### config.mk
export PLATFORM = sky130hd
export DESIGN_NAME = rx_bert_lanes
export DESIGN_NICKNAME = d
export VERILOG_FILES = /design/src/rtl/rx_bert_pkg.sv /design/src/rtl/rx_bert_lane.sv /design/src/rtl/rx_bert_lanes.sv
export SDC_FILE = /design/constraint.sdc
export NUM_CORES = 1
export LEC_CHECK = 0
export ABC_AREA = 1
export BUFFER_PORTS_ARGS = -buffer_cell sky130_fd_sc_hd__buf_2
export CORE_MARGIN = 4
export CORE_UTILIZATION = 67
export CTS_BUF_LIST = sky130_fd_sc_hd__clkbuf_4 sky130_fd_sc_hd__clkbuf_8
export DETAILED_ROUTE_END_ITERATION = 16
export PLACE_DENSITY = 0.95
export REMOVE_ABC_BUFFERS = 1
export SLEW_MARGIN = 20
export SYNTH_ARGS = -nofsm -noshare
export SYNTH_HDL_FRONTEND = slang
export SYNTH_HIERARCHICAL = 1
export SYNTH_SLANG_ARGS = --single-unit
### constraint.sdc
create_clock -name i_clk -period 12.3 [get_ports i_clk]
set_input_delay 1.845 -clock i_clk [delete_from_list [all_inputs] [get_ports i_clk]]
set_output_delay 1.845 -clock i_clk [all_outputs]
set_load 0.02 [all_outputs]
### src/rtl/rx_bert_pkg.sv
// Shared types and constants for the multi-lane receive BERT.
// Holds the lane state encoding, PRBS tap lookup and shutoff bit positions.
package rx_bert_pkg;

    typedef enum logic [1:0] {
        ST_IDLE   = 2'd0,
        ST_SEED   = 2'd1,
        ST_CHECK  = 2'd2,
        ST_LOCKED = 2'd3
    } lane_state_e;

    localparam int ShutoffBit0 = 10;
    localparam int ShutoffBit1 = 20;
    localparam int ShutoffBit2 = 30;
    localparam int ShutoffBit3 = 40;

    localparam int RelockWidth = 8;

    // Second tap m of x^n + x^m + 1 for the supported PRBS orders.
    function automatic int prbs_tap(input int length);
        case (length)
            7:       return 6;
            15:      return 14;
            23:      return 18;
            default: return 28;
        endcase
    endfunction

endpackage

### src/rtl/rx_bert_lane.sv
// One BERT lane: self-seeding PRBS checker, lock FSM, saturating error
// counter and relock counter. The FSM state is exposed for observation.
module rx_bert_lane
    import rx_bert_pkg::*;
#(
    parameter int LaneWidth  = 8,
    parameter int PRBSLength = 31,
    parameter int CountWidth = 41,
    parameter int LockThresh = 16,
    parameter int LossThresh = 4
) (
    input  logic                   clk,
    input  logic                   rst,
    input  logic                   en,
    input  logic                   lane_en,
    input  logic                   cnt_act,
    input  logic                   clear,
    input  logic [LaneWidth-1:0]   data,
    output logic                   lock,
    output logic [CountWidth-1:0]  err_count,
    output logic [RelockWidth-1:0] relock_count,
    output lane_state_e            state
);

    localparam int Tap        = prbs_tap(PRBSLength);
    localparam int SeedCycles = (PRBSLength + LaneWidth - 1) / LaneWidth;
    localparam int SeedW      = $clog2(SeedCycles) + 1;
    localparam int LockW      = $clog2(LockThresh) + 1;
    localparam int LossW      = $clog2(LossThresh) + 1;
    localparam int PopW       = $clog2(LaneWidth + 1);

    logic [PRBSLength-1:0] lfsr;
    logic [PRBSLength-1:0] lfsr_seed;
    logic [PRBSLength-1:0] lfsr_gen;
    logic [LaneWidth-1:0]  gen_word;
    logic [LaneWidth-1:0]  err_vec;
    logic [PopW-1:0]       pop;
    logic                  word_err;
    logic [CountWidth:0]   err_sum;
    logic [CountWidth-1:0] err_next;
    logic [SeedW-1:0]      seed_cnt;
    logic [LockW-1:0]      clean_cnt;
    logic [LossW-1:0]      err_run;

    // lfsr[0] is the newest bit; data bit 0 is the oldest serial bit.
    always_comb begin
        lfsr_seed = lfsr;
        lfsr_gen  = lfsr;
        gen_word  = '0;
        for (int i = 0; i < LaneWidth; i++) begin
            lfsr_seed   = {lfsr_seed[PRBSLength-2:0], data[i]};
            gen_word[i] = lfsr_gen[PRBSLength-1] ^ lfsr_gen[Tap-1];
            lfsr_gen    = {lfsr_gen[PRBSLength-2:0], gen_word[i]};
        end
        err_vec  = gen_word ^ data;
        word_err = |err_vec;
        pop      = '0;
        for (int i = 0; i < LaneWidth; i++) begin
            pop = pop + PopW'(err_vec[i]);
        end
        err_sum  = {1'b0, err_count} + (CountWidth + 1)'(pop);
        err_next = err_sum[CountWidth] ? '1 : err_sum[CountWidth-1:0];
    end

    always_ff @(posedge clk) begin
        if (rst) begin
            state        <= ST_IDLE;
            lock         <= 1'b0;
            lfsr         <= '0;
            seed_cnt     <= '0;
            clean_cnt    <= '0;
            err_run      <= '0;
            err_count    <= '0;
            relock_count <= '0;
        end else if (en) begin
            if (clear) begin
                err_count    <= '0;
                relock_count <= '0;
            end else if (state == ST_LOCKED && cnt_act) begin
                err_count <= err_next;
            end

            if (!lane_en) begin
                state <= ST_IDLE;
                lock  <= 1'b0;
            end else begin
                case (state)
                    ST_IDLE: begin
                        state    <= ST_SEED;
                        seed_cnt <= '0;
                    end
                    ST_SEED: begin
                        lfsr <= lfsr_seed;
                        if (seed_cnt == SeedW'(SeedCycles - 1)) begin
                            state     <= ST_CHECK;
                            clean_cnt <= '0;
                        end else begin
                            seed_cnt <= seed_cnt + SeedW'(1);
                        end
                    end
                    ST_CHECK: begin
                        lfsr <= lfsr_gen;
                        if (word_err) begin
                            state    <= ST_SEED;
                            seed_cnt <= '0;
                        end else if (clean_cnt == LockW'(LockThresh - 1)) begin
                            state   <= ST_LOCKED;
                            lock    <= 1'b1;
                            err_run <= '0;
                        end else begin
                            clean_cnt <= clean_cnt + LockW'(1);
                        end
                    end
                    ST_LOCKED: begin
                        lfsr <= lfsr_gen;
                        if (!word_err) begin
                            err_run <= '0;
                        end else if (err_run == LossW'(LossThresh - 1)) begin
                            state    <= ST_SEED;
                            lock     <= 1'b0;
                            seed_cnt <= '0;
                            if (!clear && relock_count != '1) begin
                                relock_count <= relock_count + RelockWidth'(1);
                            end
                        end else begin
                            err_run <= err_run + LossW'(1);
                        end
                    end
                    default: state <= ST_IDLE;
                endcase
            end
        end
    end

endmodule

### src/rtl/rx_bert_lanes.sv
// Multi-lane receive BERT: input register, count gating, shared bit counter
// with programmable shutoff, and one rx_bert_lane per lane.
module rx_bert_lanes
    import rx_bert_pkg::*;
#(
    parameter int Lanes      = 4,
    parameter int LaneWidth  = 8,
    parameter int PRBSLength = 31,
    parameter int CountWidth = 41,
    parameter int LockThresh = 16,
    parameter int LossThresh = 4
) (
    input  logic                         i_clk,
    input  logic                         i_rst,
    input  logic                         i_en,
    input  logic [Lanes*LaneWidth-1:0]   i_data_in,
    input  logic [Lanes-1:0]             i_cfg_lane_en,
    input  logic                         i_cfg_data_inv,
    input  logic                         i_cfg_count_en,
    input  logic                         i_cfg_clear,
    input  logic [3:0]                   i_cfg_shutoff_sel,
    output logic [Lanes-1:0]             o_lock,
    output logic [Lanes*CountWidth-1:0]  o_err_count,
    output logic [Lanes*RelockWidth-1:0] o_relock_count,
    output logic [CountWidth-1:0]        o_bit_count,
    output logic                         o_shutoff,
    output logic [Lanes*2-1:0]           o_lane_state
);

    localparam logic [CountWidth-1:0] BitStep  = CountWidth'(LaneWidth);
    localparam logic [CountWidth-1:0] BitLimit = {CountWidth{1'b1}} - BitStep;

    logic [Lanes*LaneWidth-1:0] data_q;
    logic                       cnt_act;
    logic                       shutoff_hit;
    logic [CountWidth-1:0]      bit_next;

    always_comb begin
        bit_next    = (o_bit_count > BitLimit) ? '1 : o_bit_count + BitStep;
        shutoff_hit = |(i_cfg_shutoff_sel & {o_bit_count[ShutoffBit3], o_bit_count[ShutoffBit2],
                                             o_bit_count[ShutoffBit1], o_bit_count[ShutoffBit0]});
    end

    // The bit counter also honours o_shutoff directly so it stops after
    // exactly one step past the selected bit, one cycle before cnt_act falls.
    always_ff @(posedge i_clk) begin
        if (i_rst) begin
            data_q      <= '0;
            cnt_act     <= 1'b0;
            o_bit_count <= '0;
            o_shutoff   <= 1'b0;
        end else if (i_en) begin
            data_q  <= i_data_in ^ {(Lanes * LaneWidth){i_cfg_data_inv}};
            cnt_act <= i_cfg_count_en & ~o_shutoff;
            if (i_cfg_clear) begin
                o_bit_count <= '0;
                o_shutoff   <= 1'b0;
            end else begin
                if (cnt_act && !o_shutoff) begin
                    o_bit_count <= bit_next;
                end
                o_shutoff <= o_shutoff | shutoff_hit;
            end
        end
    end

    for (genvar g = 0; g < Lanes; g++) begin : g_lane
        lane_state_e lane_state;

        rx_bert_lane #(
            .LaneWidth (LaneWidth),
            .PRBSLength(PRBSLength),
            .CountWidth(CountWidth),
            .LockThresh(LockThresh),
            .LossThresh(LossThresh)
        ) u_lane (
            .clk         (i_clk),
            .rst         (i_rst),
            .en          (i_en),
            .lane_en     (i_cfg_lane_en[g]),
            .cnt_act     (cnt_act),
            .clear       (i_cfg_clear),
            .data        (data_q[g*LaneWidth +: LaneWidth]),
            .lock        (o_lock[g]),
            .err_count   (o_err_count[g*CountWidth +: CountWidth]),
            .relock_count(o_relock_count[g*RelockWidth +: RelockWidth]),
            .state       (lane_state)
        );

        assign o_lane_state[g*2 +: 2] = lane_state;
    end

endmodule
==> out/metrics.csv, run 1 <==
stage,metric,value,unit
run_status,status,completed,
global_routing,antenna_found_initial,6,
power,p_sw,1.10,mW
global_routing,grt_first_pass_wirelength,133000,um
floorplan,rows,75,
sta,fin_crit_sh,42.1,%
floorplan,die_width,214,um
clock_tree,insertion_delay,660,ps
yosys,synth_cells,4290,
finish,area_growth,11.8,%
detailed_routing,drc,0,
clock_tree,postCtsSetupBuffers,0,
yosys,synthMuxAreaShare,0,%
yosys,yosys.area_share.simple,38.1,%
yosys,synth_top_area_cell,dfxtp_1,
clock_tree,clock-sinks,449,
yosys,synth_top_cell_area_share,31.6,%
yosys,synth_edf_count,0,
detailed_routing,viasPerCell,5.78,
critical_path,arrival,5770,ps
worst_hold_path,min_from,g_lane[1].u_lane/seed_cnt[2]$_SDFFE_PP0P_,
yosys,synth_compound_area_share,12.0,%
detailed_routing,final_antenna_net_count,0,
floorplan,core,0.0419,mm^2
critical_path,crit_path_frequent_cell,fa_1,
clock_tree,cts_tree,done,
critical_path,required,12890,ps
floorplan,die_h,214,um
detailed_routing,detail_route.first_pass.iterations,11,
critical_path,worstReg2RegStart,g_lane[1].u_lane/lfsr[24]$_SDFFE_PP0P_,
yosys,seq_area_frac_synth,31.6,%
global_routing,track_usage,33.5,%
critical_path,crit_slowest_cell,nand4_4,
clock_tree,clk_path_buf_depth,3,
power,pwr_density_cell,118,mW/mm^2
global_routing,grt-ovfl-total,0,
global_routing,grt_max_degree,100,
power,leakagePower,14.1,nW
run,cap_violations,0,
place,place_hpwl,55400,um
yosys,synthArstFlopShare,0,%
detailed_routing,vias,29700,
power,combPwrFrac,16.4,%
finish,final_nets,4680,
finish,fill_cells,3186,
finish,layout_commonest_cell,nand2_1,
yosys,yosys.area_share.adder,5.02,%
sta,drv_slew,0,
clock_tree,clk_pin_slew_worst_paths,70,ps
place,gp_congestion,0.999,
critical_path,crit_chain,"xnor2_1, xor2_1, inv_1, fa_1, inv_1, fa_1, fa_1, fa_1, xnor2_1, ha_1, nand3_1, nand2_2, nand2_2, nand2_4, nand2_2, inv_2, nand4_4, nand3_1, nand2_1, a21oi_2",
critical_path,max_stage_delay,560,ps
yosys,synthXorXnorAreaFrac,5.08,%
detailed_routing,drtIter0Drc,3208,
yosys,ys.flop_type,dfxtp_1,
detailed_routing,wl,81100,um
power,power_frac_seq,41.4,%
yosys,ys_top_cells_by_area,"dfxtp_1 32%, nand2_1 16%, nor2_1 6.5%",
critical_path,worst-setup-path-type,flop to flop,
detailed_routing,wl_per_cell,15.8,um
critical_path,end_kind,flop,
place,io_buffer_count,295,
yosys,synth_warnings,6,
finish,most-common-layout-cells,"1208 x nand2_1, 484 x nor2_1, 449 x dfxtp_1, 365 x inv_1, 293 x buf_2",
sta,finalClockSkew,29.4,ps
floorplan,die-area,0.0458,mm^2
clock_tree,cts_buffers,79,
sta,final-setup-viol-count,0,
sta,fmax,193,MHz
finish,layout-drive-gt1-share,16.8,%
worst_hold_path,worst_hold_path_type,flop to flop,
sta,max_slew_margin,26.9,%
clock_tree,htree_levels,3,
sta,rsz0062_at_grt,no,
yosys,synth_area,0.0284,mm^2
floorplan,initial_utilization,67.8,%
power,p_int,2.64,mW
floorplan,io_pins,296,
sta,max_slew.worst_pin.slew,1090,ps
critical_path,crit_fanout,40,
critical_path,crit_path_start,g_lane[1].u_lane/lfsr[24]$_SDFFE_PP0P_,
finish,final_util,75.7,%
power,switching_share,29.3,%
yosys,avgSynthCellArea,6.63,um^2
sta,layout_min_cycle_time,5170,ps
yosys,ys_ff_latch,449,
clock_tree,cts_hold_buf,0,
global_routing,grt_pass1_vias,27500,
sta,fin_setup_tns,0,ps
critical_path,start_kind,flop,
clock_tree,cts-root-buf,clkbuf_8,
yosys,synth_top_family_by_area,simple AND/OR/NAND/NOR gates,
power,max-vdd-ir-drop,0.103,mV
power,clockPowerShare,42.2,%
yosys,ys_types,50,
clock_tree,cts-resized-gates,0,
sta,hold_viol_final,0,
cells in the mapped netlist (18+ instances only):
cell type	count
a21oi_1	275
a21oi_2	36
a31oi_1	32
buf_2	20
buf_6	20
clkbuf_1	95
dfxtp_1	449
fa_1	20
ha_1	82
inv_1	370
inv_2	39
nand2_1	1208
nand2_2	56
nand3_1	274
nand3_2	55
nand3b_1	20
nand4_1	63
nor2_1	489
nor2_2	28
nor2_4	18
nor3_1	82
o21ai_0	246
or2_2	24
xnor2_1	61
xor2_1	104
sequential cells by signal (all words and copies together) (netlist names), 4 cells and up:
register	flops
g_lane.u_lane/state	8
o_bit_count	39
g_lane.u_lane/lfsr	124
g_lane.u_lane/err_count	164
g_lane.u_lane/lock	4
g_lane.u_lane/err_run	12
g_lane.u_lane/relock_count	32
g_lane.u_lane/clean_cnt	20
data_q	32
g_lane.u_lane/seed_cnt	12
layer usage:
layer	vias to the layer above	wire length (um)	global-route usage (%)
li1	14300	-	-
met1	13600	33600	43.7
met2	1471	37200	54.8
met3	285	7140	6.55
met4	0	3140	13.7
met5	-	0	0
cell type report:
type | count | area [um^2] | area share (%)
antenna | 8 | 20.0 | 0.0630
clock buffer | 117 | 1520 | 4.79
clock inverter | 26 | 289 | 0.910
inverter | 416 | 1570 | 4.93
multi-input combinational | 3276 | 17100 | 53.9
sequential | 449 | 8990 | 28.3
tap | 539 | 674 | 2.12
timing repair buffer | 310 | 1600 | 5.04
kinds of logic (layout without fill, tap and decap cells):
| logic type | count (synthesis) | count (layout) |
|---|---|---|
| compound gates | 627 | 627 |
| xor+xnor | 165 | 165 |
| fa+ha+maj | 102 | 102 |
| buf+inv | 565 | 869 |
| flops | 449 | 449 |
| other cells | 0 | 8 |
| simple gates | 2382 | 2382 |
per-stage QoR:
| step | std cells | power (mW) | cell area [um^2] | hold WS (ps) | setup slack, ps |
|---|---|---|---|---|---|
| finish | 5141 | 3.74 | 31800 | 462 | 7130 |
| global route | 5138 | 3.92 | 31800 | 491 | 6830 |
| CTS | 5133 | 3.75 | 31700 | 460 | 7190 |
| detailed placement | 4990 | 2.18 | 29900 | 454 | 7210 |
| global placement | 4990 | 2.14 | 29900 | 450 | 7350 |
| floorplan | 4141 | 2.00 | 27600 | 438 | 7730 |
worst max-delay path, delay by kind of cell, from the launching register on:
family | cells | cell delay [ps]
compound gates | 1 | 130
xor+xnor | 3 | 650
fa+ha+maj | 5 | 2270
buf+inv | 3 | 250
flops | 1 | 350
simple gates | 8 | 1450
power by group through the flow:
stage               Combinational [mW]  Clock [mW]  Sequential, mW
floorplan                        0.415           0            1.58
global placement                 0.568           0            1.58
detailed placement               0.600           0            1.58
CTS                              0.609        1.60            1.55
global route                     0.699        1.66            1.55
finish                           0.612        1.58            1.55
worst paths after layout:
kind	endpoint	slack, ps	cells past startpoint
worst min register to register	g_lane[1].u_lane/seed_cnt[2]$_SDFFE_PP0P_	460	2
worst min-delay path	g_lane[1].u_lane/seed_cnt[2]$_SDFFE_PP0P_	460	2
worst max-delay path	g_lane[1].u_lane/err_count[27]$_SDFFE_PP0P_	7130	20
worst max register to register	g_lane[1].u_lane/err_count[27]$_SDFFE_PP0P_	7130	20
Note: power is estimated with default switching activity, not from simulation.
==> run 2, diff against run 1 <==
Settings changed: CORE_UTILIZATION 67 to 56, PLACE_DENSITY 0.95 to 0.87.
Clock period 12.3 ns to 4.7 ns, I/O delays scaled along.
==> run 2 against run 1 <==
Effect of this change: sequential share of layout area is 0.94 points lower; largest power group is now registers; die area is 19% higher; routed wire length rose by 2.3%; clock power increased to 2.5 times the previous value; highest routed layer unchanged.
==> out/metrics.csv, run 2 (synthesized netlist as in run 1, its figures left out) <==
stage,metric,value,unit,change
sta,drv_slew,0,,unchanged
critical_path,end_kind,flop,,
finish,most-common-layout-cells,"1203 x nand2_1, 480 x nor2_1, 440 x dfxtp_1, 367 x inv_1, 293 x buf_2",,
finish,reg_top3,"g_lane.u_lane/err_count x164, g_lane.u_lane/lfsr x124, o_bit_count x39",,
run,cap_violations,0,,unchanged
finish,area_growth,15.8,%,
finish,final_nets,4751,,+1.5%
critical_path,reg2reg_depth,21,,+5.0%
sta,fin_setup_tns,0,ps,unchanged
sta,fmax,218,MHz,+13%
place,io_buffer_count,295,,unchanged
detailed_routing,vias,29600,,-0.42%
critical_path,regToRegSetupSlack,100,ps,-7020 ps
finish,layout_commonest_cell,nand2_1,,
floorplan,initial_utilization,56.7,%,-11 points
floorplan,io_pins,296,,unchanged
sta,rsz0062_at_grt,yes,,
critical_path,crit_path_frequent_cell,nand2_2,,
finish,top_register,g_lane.u_lane/err_count,,
worst_hold_path,hold_path_depth,3,,+1
clock_tree,cts_hold_buf,0,,unchanged
detailed_routing,drtIter0Drc,2563,,-20%
sta,worst_slack,103,ps,-7020 ps
global_routing,grt_first_pass_wirelength,131000,um,-1.2%
sta,max_slew_margin,26.6,%,-0.25 points
worst_hold_path,min_from,i_cfg_count_en,,
place,gp_congestion,0.959,,-4.0%
sta,hold_viol_final,0,,unchanged
critical_path,worst-setup-path-type,flop to flop,,
critical_path,arrival,5170,ps,-600 ps
global_routing,grt_pass1_vias,26900,,-2.1%
clock_tree,cts-root-buf,clkbuf_8,,
critical_path,worstReg2RegStart,g_lane[1].u_lane/lfsr[25]$_SDFFE_PP0P_,,
detailed_routing,wl,82900,um,+2.3%
detailed_routing,wl_per_cell,15.5,um,-1.5%
worst_hold_path,holdPathEnd,cnt_act$_SDFFE_PP0P_,,
sta,finalClockSkew,25.5,ps,-3.92 ps
place,dp_cells,5161,,+3.4%
clock_tree,cts_buffers,81,,+2.5%
floorplan,core,0.0502,mm^2,+20%
critical_path,crit_slowest_cell,fa_1,,
sta,max_slew.worst_pin.slew,1100,ps,+10.6 ps
worst_hold_path,worst_hold_path_type,input port to flop,,
critical_path,required,5280,ps,-7610 ps
critical_path,crit_chain,"or2_2, nand2_2, xnor2_2, fa_1, inv_1, fa_1, fa_2, fa_2, xnor2_4, ha_4, nand3_1, nand2_2, nand2_2, nand2_4, nand2_4, inv_4, nand4_4, clkbuf_16, nand2_1, nand2_1, a21oi_1",,
sta,layout_min_cycle_time,4600,ps,-577 ps
clock_tree,clk_pin_slew_worst_paths,60,ps,about the same
clock_tree,htree_levels,3,,unchanged
run_status,status,completed,,
sta,final-setup-viol-count,0,,unchanged
clock_tree,insertion_delay,660,ps,about the same
power,leakagePower,14.7,nW,+4.1%
global_routing,track_usage,28.7,%,-4.8 points
critical_path,start_kind,flop,,
detailed_routing,final_antenna_net_count,0,,unchanged
power,pwr_density_cell,299,mW/mm^2,+150%
floorplan,die_h,233,um,+9.0%
power,max-vdd-ir-drop,0.261,mV,+150%
finish,layout-drive-gt1-share,19.2,%,+2.3 points
detailed_routing,detail_route.first_pass.iterations,6,,-5
clock_tree,cts_tree,done,,
global_routing,grt_max_degree,172,,+72%
finish,fin_cells,5339,,+3.9%
clock_tree,clk_path_buf_depth,3,,unchanged
place,place_ws,-24.8,ps,-7240 ps
place,place_hpwl,57200,um,+3.3%
floorplan,die_width,233,um,+9.0%
floorplan,rows,82,,+9.3%
global_routing,grt-ovfl-total,0,,unchanged
finish,fill_cells,4344,,+36%
detailed_routing,drc,0,,unchanged
floorplan,die-area,0.0544,mm^2,+19%
critical_path,crit_fanout,11,,-73%
critical_path,max_stage_delay,530,ps,-30 ps
finish,largest_reg_flops,164,,unchanged
detailed_routing,viasPerCell,5.54,,-4.1%
critical_path,r2r_end,g_lane[1].u_lane/err_count[15]$_SDFFE_PP0P_,,
global_routing,antenna_found_initial,0,,-6
sta,fin_crit_sh,97.8,%,+56 points
clock_tree,clock-sinks,449,,unchanged
[run 2: changes by cell type in the layout (fill, tap and decap cells not counted), sizes merged]
cell,previous run,this run
inv,410,413
bufinv,6,4
buf,310,370
clkbuf,117,129
diode,8,1
clkinv,24,23
[run 2: layout make-up]
class | count | area, um^2 | area share, %
diodes | 1 | 2.50 | 0.00760
repair buffers | 379 | 2390 | 7.26
multi-input cells | 3276 | 17400 | 52.7
clock buffers | 120 | 1500 | 4.54
flip-flops and latches | 449 | 9000 | 27.3
clock inverters | 26 | 253 | 0.768
well taps | 672 | 841 | 2.55
inverters | 416 | 1580 | 4.79
[run 2: worst max path at each step]
stage / from / end / slack [ps] / cells past startpoint
after floorplan: g_lane[0].u_lane/lfsr[25]$_SDFFE_PP0P_ / g_lane[0].u_lane/err_count[32]$_SDFFE_PP0P_ / 130 / 20
after global placement: g_lane[3].u_lane/lfsr[24]$_SDFFE_PP0P_ / g_lane[3].u_lane/err_count[32]$_SDFFE_PP0P_ / 120 / 21
after detailed placement: g_lane[3].u_lane/lfsr[24]$_SDFFE_PP0P_ / g_lane[3].u_lane/err_count[14]$_SDFFE_PP0P_ / -20 / 21
after CTS: g_lane[3].u_lane/lfsr[24]$_SDFFE_PP0P_ / g_lane[3].u_lane/err_count[39]$_SDFFE_PP0P_ / 2 / 21
after global routing: g_lane[1].u_lane/lfsr[25]$_SDFFE_PP0P_ / g_lane[1].u_lane/err_count[16]$_SDFFE_PP0P_ / -40 / 21
final: g_lane[1].u_lane/lfsr[25]$_SDFFE_PP0P_ / g_lane[1].u_lane/err_count[15]$_SDFFE_PP0P_ / 100 / 21
[run 2: layer usage]
layer / GRT usage [%] / share of wire (%)
met5: 0 / 0
met3: 4.87 / 7.8
met4: 11.7 / 3.6
met1: 37.8 / 43
met2: 46.6 / 46
[run 2: where the power goes]
part           switching (mW)  leakage, nW  total (mW)  internal [mW]
Sequential              0.121         3.65        4.06           3.94
Combinational            1.10         10.1        1.79          0.691
Clock                    1.73        0.937        4.00           2.27
Total                    2.95         14.7        9.85           6.90
[run 2: critical path: cells and delay by family, from the launching register on]
family,cells,cell delay (ps)
adder cells (fa/ha/maj),5,2140
AND/OR/NAND/NOR,10,1230
buffers and inverters,3,400
flip-flops,1,360
XOR/XNOR,2,250
AO/OA/AOI/OAI,1,130
[run 2: what timing repair did]
item	CTS	global route
pin swaps	0	24
setup endpoints to repair	59	162
cloned	0	9
resized for setup	3	64
buffers inserted	2	20
[run 2: stage by stage]
step | util, % | hold slack, ps | total power [mW] | cell area, um^2
floorplan | - | 438 | 5.23 | 27600
global placement | 60.8 | 449 | 5.70 | 30500
detailed placement | 60.8 | 460 | 5.77 | 30500
CTS | 64.3 | 313 | 9.79 | 32300
global route | 65.6 | 344 | 10.4 | 32900
finish | 65.6 | 382 | 9.85 | 32900
